$ cat config.mk
export PLATFORM = sky130hd
export DESIGN_NAME = cache_refill_buffer
export DESIGN_NICKNAME = d
export VERILOG_FILES = /design/src/rtl/cache_pkg.sv /design/src/rtl/cache_refill_buffer.sv
export SDC_FILE = /design/constraint.sdc
export NUM_CORES = 1
export LEC_CHECK = 0
export ABC_AREA = 0
export BUFFER_PORTS_ARGS = -buffer_cell sky130_fd_sc_hd__clkbuf_2
export CAP_MARGIN = 20
export CORE_ASPECT_RATIO = 0.6
export CORE_MARGIN = 5
export CORE_UTILIZATION = 26
export CTS_CLUSTER_SIZE = 30
export DETAILED_ROUTE_END_ITERATION = 10
export GPL_ROUTABILITY_DRIVEN = 0
export HOLD_SLACK_MARGIN = 0.03
export PLACE_DENSITY = 0.53
export SETUP_SLACK_MARGIN = 0.4
export SYNTH_ARGS = -nofsm -noshare
export SYNTH_HDL_FRONTEND = slang
export SYNTH_SLANG_ARGS = --single-unit
$ cat constraint.sdc
create_clock -name clk -period 2.47 [get_ports clk]
set_clock_uncertainty 0.05 [all_clocks]
set_input_delay 0.3705 -clock clk [delete_from_list [all_inputs] [get_ports clk]]
set_output_delay 0.3705 -clock clk [all_outputs]
set_load 0.01 [all_outputs]
$ cat src/rtl/cache_pkg.sv
// Shared types and width helpers for the cache refill path.
package cache_pkg;

  typedef enum logic [1:0] {
    IDLE,
    FILL,
    WRITE
  } refill_state_t;

  function automatic int beats_f(input int line_w, input int beat_w);
    return line_w / beat_w;
  endfunction

  function automatic int wen_width_f(input int line_w, input int byte_w);
    return line_w / byte_w;
  endfunction

endpackage

$ cat src/rtl/cache_refill_buffer.sv
// Assembles a wrapped refill burst into one line and commits it to the data RAM in one write.
// Optional critical-word forwarding is built when REFILL_CRIT_FWD_EN is defined.
module cache_refill_buffer
  import cache_pkg::*;
#(
  parameter int dataWidth = 32,
  parameter int portWidth = 256,
  parameter int ramDepth  = 128,
  parameter int byteWidth = 8,
  localparam int BEATS    = beats_f(portWidth, dataWidth),
  localparam int wenWidth = wen_width_f(portWidth, byteWidth),
  localparam int idxWidth = $clog2(ramDepth),
  localparam int ptrWidth = $clog2(BEATS)
) (
  input  logic                 clk,
  input  logic                 reset,
  input  logic                 req_valid,
  output logic                 req_ready,
  input  logic [idxWidth-1:0]  req_index,
  input  logic [ptrWidth-1:0]  req_word,
  input  logic                 beat_valid,
  output logic                 beat_ready,
  input  logic [dataWidth-1:0] beat_data,
  input  logic                 beat_last,
  output logic                 fwd_valid,
  output logic [dataWidth-1:0] fwd_data,
  output logic                 ram_ena,
  output logic [idxWidth-1:0]  ram_addra,
  output logic [wenWidth-1:0]  ram_wen,
  output logic [portWidth-1:0] ram_wdata,
  output logic                 done,
  output logic                 err
);

  localparam logic [ptrWidth-1:0] LAST_CNT = ptrWidth'(BEATS - 1);

  refill_state_t        state_q, state_d;
  logic [idxWidth-1:0]  index_q, index_d;
  logic [ptrWidth-1:0]  ptr_q, ptr_d;
  logic [ptrWidth-1:0]  cnt_q, cnt_d;
  logic [portWidth-1:0] line_q, line_d;
  logic                 err_q, err_d;
  logic                 beat_fire;
  logic                 last_beat;

  assign beat_fire = (state_q == FILL) && beat_valid;
  assign last_beat = (cnt_q == LAST_CNT);

  // The beat count alone ends the fill; beat_last only feeds the sticky error.
  always_comb begin
    state_d = state_q;
    index_d = index_q;
    ptr_d   = ptr_q;
    cnt_d   = cnt_q;
    line_d  = line_q;
    err_d   = err_q;
    case (state_q)
      IDLE: begin
        if (req_valid) begin
          index_d = req_index;
          ptr_d   = req_word;
          cnt_d   = '0;
          err_d   = 1'b0;
          state_d = FILL;
        end
      end
      FILL: begin
        if (beat_valid) begin
          line_d[ptr_q*dataWidth +: dataWidth] = beat_data;
          ptr_d = (ptr_q == LAST_CNT) ? '0 : ptr_q + 1'b1;
          cnt_d = cnt_q + 1'b1;
          if (beat_last != last_beat) begin
            err_d = 1'b1;
          end
          if (last_beat) begin
            state_d = WRITE;
          end
        end
      end
      WRITE:   state_d = IDLE;
      default: state_d = IDLE;
    endcase
  end

  always_ff @(posedge clk or negedge reset) begin
    if (!reset) begin
      state_q <= IDLE;
      index_q <= '0;
      ptr_q   <= '0;
      cnt_q   <= '0;
      line_q  <= '0;
      err_q   <= 1'b0;
    end else begin
      state_q <= state_d;
      index_q <= index_d;
      ptr_q   <= ptr_d;
      cnt_q   <= cnt_d;
      line_q  <= line_d;
      err_q   <= err_d;
    end
  end

  assign req_ready  = (state_q == IDLE);
  assign beat_ready = (state_q == FILL);
  assign ram_ena    = (state_q == WRITE);
  assign done       = ram_ena;
  assign ram_wen    = {wenWidth{ram_ena}};
  assign ram_addra  = ram_ena ? index_q : '0;
  assign ram_wdata  = ram_ena ? line_q : '0;
  assign err        = err_q;

`ifdef REFILL_CRIT_FWD_EN
  logic                 fwd_valid_q, fwd_valid_d;
  logic [dataWidth-1:0] fwd_data_q, fwd_data_d;

  // The first accepted beat of a refill is the critical word.
  always_comb begin
    fwd_valid_d = beat_fire && (cnt_q == '0);
    fwd_data_d  = fwd_valid_d ? beat_data : fwd_data_q;
  end

  always_ff @(posedge clk or negedge reset) begin
    if (!reset) begin
      fwd_valid_q <= 1'b0;
      fwd_data_q  <= '0;
    end else begin
      fwd_valid_q <= fwd_valid_d;
      fwd_data_q  <= fwd_data_d;
    end
  end

  assign fwd_valid = fwd_valid_q;
  assign fwd_data  = fwd_data_q;
`else
  assign fwd_valid = 1'b0;
  assign fwd_data  = '0;
`endif

endmodule

=== After elaboration in Yosys (flattened, before gate mapping) ===
Index checks and enable logic that the tools add are counted.

* Input bits: 47
* Register bits: 272

* Shift operators: 2
* Eq/ne operators: 9
* Reductions and logical operators: 7
* Mux-type cells: 18
* Add/subtract/negate cells: 3

{| class="wikitable"
|+ Operators by type and width
! operator !! number
|-
| $bwmux 256 || 1
|-
| $mux 256 || 1
|-
| $shift 32x34->256 const A || 1
|-
| $shiftx 32x34->256 || 1
|-
| $neg 8->34 || 1
|-
| $mux 3 || 5
|-
| $pmux 3 s2 || 2
|-
| $mux 7 || 1
|-
| $add 3x1->3 const B || 2
|-
| $eq 3x3->1 const B || 2
|-
| $mux 2 || 3
|-
| $reduce_and 3->1 || 2
|-
| $ne 2x1->1 const B || 2
|-
| $ne 2x2->1 const B || 2
|-
| $pmux 2 s2 || 1
|-
| $reduce_and 2->1 || 2
|-
| $reduce_and 4->1 || 1
|-
| $mux 1 || 3
|-
| $eq 2x1->1 const B || 1
|-
| $eq 2x2->1 const B || 1
|-
| $logic_not 2->1 || 1
|-
| $pmux 1 s2 || 1
|-
| $reduce_bool 2->1 || 1
|-
| $ne 1x1->1 || 1
|}

=== Depth between registers and ports, before layout ===
* Depth after elaboration: 5
* Mapped depth: 9
* Gate-level depth less buffers: 6

=== Worst setup path after synthesis ===
Ideal clock, no wire load.

* Path type: register to register
* Start point: register ptr_q[0]
* End point: register line_q[26]
* Arrival time: 2.244 ns
* Setup slack: 0.048 ns
* Cell stages (with the launch flop): 10
* Required time: 2.292 ns
* Cell sequence: dfrtp_1 buf_2 inv_1 ha_1 ha_1 clkbuf_2 nor4b_2 nand3_1 buf_2 mux2_1

* Longest elaborated chain between the ends: 3

{| class="wikitable"
|+ RTL lines
! item !! RTL line !! text
|-
| from (decl) || cache_refill_buffer.sv:39 || <nowiki>logic [ptrWidth-1:0] ptr_q, ptr_d;</nowiki>
|-
| from (signal assigned) || cache_refill_buffer.sv:96 || <nowiki>ptr_q <= ptr_d;</nowiki>
|-
| $neg 8->34 * || cache_refill_buffer.sv:69 || <nowiki>line_d[ptr_q*dataWidth +: dataWidth] = beat_data;</nowiki>
|-
| $shiftx 32x34->256 / $shift 32x34->256 (equally long branches) || cache_refill_buffer.sv:69 ||
|-
| $bwmux 256 * || cache_refill_buffer.sv:69 ||
|-
| to (signal assigned) || cache_refill_buffer.sv:98 || <nowiki>line_q <= line_d;</nowiki>
|-
| to (decl) || cache_refill_buffer.sv:41 || <nowiki>logic [portWidth-1:0] line_q, line_d;</nowiki>
|}

Mark *: on every way between the ends. The rest lies on a longest branch, timed or not.
A chain may end at the register's enable or synchronous reset.

=== Worst setup path after layout ===
* Start point: register state_q[0]
* End point: output ram_wdata[197]

* Longest elaborated chain between the ends: 2

{| class="wikitable"
|+ RTL lines
! item !! RTL line !! text
|-
| from (decl) || cache_refill_buffer.sv:37 || <nowiki>refill_state_t state_q, state_d;</nowiki>
|-
| from (signal assigned) || cache_refill_buffer.sv:94 || <nowiki>state_q <= state_d;</nowiki>
|-
| $eq 2x2->1 || cache_refill_buffer.sv:105 || <nowiki>assign ram_ena = (state_q == WRITE);</nowiki>
|-
| $mux 256 || cache_refill_buffer.sv:109 || <nowiki>assign ram_wdata = ram_ena ? line_q : '0;</nowiki>
|-
| to (decl) || cache_refill_buffer.sv:30 || <nowiki>output logic [portWidth-1:0] ram_wdata,</nowiki>
|}

Every way passes these cells.

==> flow_metrics.py <==
metrics = {
    "status": {
        "outcome": "finished, final reports clean",
    },
    "floorplan": {
        "std_cell_rows": 66,
        "die_x_um": 310,
        "start_util_pct": 26.1,
        "die_height_um": 190,
        "die_area_sq_um": 58900,
        "core-area_sq_um": 53800,
        "io_pins": 380,
    },
    "sta": {
        "holdWs_ns": 0.0817,
        "setup_ws_ns": 0.0913,
        "tightestPinTransition_ns": 0.606,
        "finalSetupViolations": 0,
        "hold_viol": 0,
        "rsz0062_at_grt": "yes",
        "tns_ns": 0,
        "slew_viol_final": 0,
        "period_minus_slack_ns": 2.38,
        "fmax_ghz": 0.420,
        "min_period_over_period_pct": 96.3,
        "slew_headroom_pct": 59.6,
    },
    "critical_path": {
        "crit_fanout": 16,
        "crit_path_start_kind": "flop",
        "crit_arrival_ns": 1.96,
        "critPathCaptureType": "output pin",
        "required_ns": 2.05,
        "crit_type": "flop to output pin",
    },
    "cts": {
        "htree_levels": 1,
        "clock_sinks": 272,
        "clock_latency_ns": 0.58,
        "cts_root_buf": "clkbuf_16",
        "tritoncts": "yes",
        "cts_max_path_buffers": 3,
        "clkTransAtPathRegs_ns": 0.07,
        "cts_buffers": 29,
    },
    "global_routing": {
        "grt_pass1_vias": 10897,
        "grt_pass1_wl_um": 73000,
        "overflow": 0,
        "antenna_found_initial": 3,
        "grt.total_usage_pct": 16.4,
        "grt_max_degree": 66,
    },
    "drt": {
        "drt_iter0_drc": 435,
        "top_layer_used": "met4",
        "wl_um": 52100,
        "wire_per_inst_um": 22.3,
        "wl_met2_um": 23500,
        "drc": 0,
        "dr.pass1.iters": 4,
        "drt-vias-per-instance": 4.44,
        "ant_nets": 0,
        "wl_met1_um": 24900,
        "route.vias.total": 10357,
        "wl_met3_um": 2880,
    },
    "run": {
        "maxCapViolCount": 0,
    },
    "final_layout": {
        "final_nets": 1653,
        "n_fill_cell": 5182,
        "area_growth_pct": 45.8,
        "fin_util_pct": 38.0,
        "drive_gt1_share_pct": 56.6,
        "finalNonFillerCells": 2332,
    },
    "synthesis": {
        "avgSynthCellArea_sq_um": 11.5,
        "ys_ff_latch": 272,
        "synth_area_leader_cell": "dfrtp_1",
        "yosys_warnings": 0,
        "ys_seq_area_share_pct": 48.5,
        "netlist_instances": 1218,
        "synth_top_area_share_pct": 48.5,
        "synth_cell_type_count": 37,
        "syn_area_sq_um": 14000,
        "synth_area_leaders": "dfrtp_1 48%, and2_1 13%, mux2_2 11%",
    },
    "placement": {
        "place_ws_ns": 0.0737,
        "place_hpwl_um": 33300,
        "port_buffers": 346,
        "dp_cells": 2208,
    },
    "hold_path": {
        "hold_class": "input pin to flop",
    },
    "power": {
        "ir_worst_vdd_mv": 0.582,
        "power_density_nw_per_um2": 884,
        "total_leakage_power_nw": 10.2,
    },
}
## synth_stat cells (all sizes together)
| master | count |
|---|---|
| mux2 | 209 |
| a21oi | 1 |
| buf | 103 |
| nor2 | 7 |
| and3b | 4 |
| o21ai | 2 |
| a41oi | 1 |
| o31a | 1 |
| a21o | 1 |
| nand4 | 1 |
| ha | 9 |
| and2b | 1 |
| nand3 | 1 |
| mux2i | 61 |
| nor3b | 2 |
| xor2 | 1 |
| conb | 1 |
| and4bb | 3 |
| nand2 | 58 |
| dfrtp | 272 |
| and3 | 26 |
| clkbuf | 51 |
| inv | 58 |
| and2 | 283 |
| nand4b | 1 |
| nor2b | 2 |
| nor4b | 2 |
| nor3 | 56 |
## repair_timing
| item | in CTS | in global routing |
|---|---|---|
| resized for setup | 131 | 466 |
| endpoints found under the hold margin | 61 | 0 |
| gates cloned | 16 | 10 |
| pin swaps | 41 | 46 |
| setup buffers | 17 | 20 |
| hold buffers | 9 | 0 |
| endpoints found under the setup margin | 551 | 559 |
## through the flow
step / total power, mW / instance area [sq um]
2_1_floorplan: 10.8 / 14500
3_3_place_gp: 12.6 / 16600
3_5_place_dp: 12.8 / 16600
4_1_cts: 17.6 / 18700
5_1_grt: 19.1 / 20500
6_report: 18.1 / 20500
## cells by family after synthesis
family | count (synthesis) | share of synthesized area [%]
buffers and inverters | 212 | 8.66
XOR/XNOR | 1 | 0.0624
adder cells (fa/ha/maj) | 9 | 0.802
flip-flops | 272 | 48.5
other | 1 | 0.0267
AND/OR/NAND/NOR | 447 | 18.7
multiplexers | 270 | 23.0
AO/OA/AOI/OAI | 6 | 0.285
## worst max-delay path: stages, from the launching register on
cell      delay (ns)
dfrtp_4         0.50
nor2_4          0.12
buf_12          0.15
buf_12          0.16
buf_16          0.16
and2_1          0.14
clkbuf_2        0.13
## final timing paths
kind	start	end	slack [ns]	cells after the start
min in group asynchronous	reset	line_q[39]$_DFFE_PN0P_	0.30	2
hold / removal	req_word[1]	ptr_q[1]$_DFFE_PN0P_	0.08	3
setup / recovery	state_q[0]$_DFFE_PN0P_	ram_wdata[197]	0.09	6
max in group asynchronous	reset	line_q[89]$_DFFE_PN0P_	1.25	3
hold reg to reg	cnt_q[0]$_DFFE_PN0P_	cnt_q[0]$_DFFE_PN0P_	0.43	1
setup reg to reg	ptr_q[1]$_DFFE_PN0P_	line_q[89]$_DFFE_PN0P_	0.20	7
## layout make-up
type | instances | area (sq um) | area share (%)
Antenna cell | 1 | 2.50 | 0.0122
Inverter | 58 | 223 | 1.09
Timing Repair Buffer | 470 | 4500 | 22.0
Tap cell | 714 | 893 | 4.36
Multi-Input combinational cell | 766 | 7150 | 34.9
Clock buffer | 44 | 852 | 4.16
Clock inverter | 7 | 38.8 | 0.189
Sequential cell | 272 | 6810 | 33.3
## power by group
| group | switching [mW] | internal, mW |
|---|---|---|
| clock | 1.91 | 2.36 |
| combinational | 3.68 | 3.38 |
| sequential | 0.808 | 5.95 |
| total | 6.39 | 11.7 |
## sequential cells by signal (all words and copies together) (netlist names)
signal   cells
line_q     256
index_q      7
cnt_q        3
ptr_q        3
state_q      2
err          1
## layer usage
layer / GRT usage [%] / vias to the layer above
met1: 24.1 / 5368
li1: - / 4663
met2: 25.7 / 273
met3: 3.28 / 53
met5: 0 / -
met4: 2.39 / 0
## cells in the final DEF, fill, tap and decap left out, types with 3 or more instances in the layout
cell type	netlist	final
clkinv_2	0	6
clkbuf_8	0	7
clkbuf_2	2	179
dfrtp_1	272	269
mux2i_1	61	60
and2_4	0	134
nor3_1	55	12
inv_1	58	54
ha_1	9	7
buf_12	3	25
clkbuf_4	0	3
buf_2	19	39
buf_6	12	116
dlygate4sd3_1	0	9
and3_1	26	23
nor2_1	7	6
buf_16	0	21
and2_1	283	149
buf_4	68	47
mux2_4	71	116
nor3_2	1	12
nor3_4	0	32
buf_8	0	22
mux2_2	132	92
clkbuf_1	49	8
clkbuf_16	0	38
nand2_1	58	58
conb_1	1	33
Note: power is estimated with default switching activity, not from simulation.
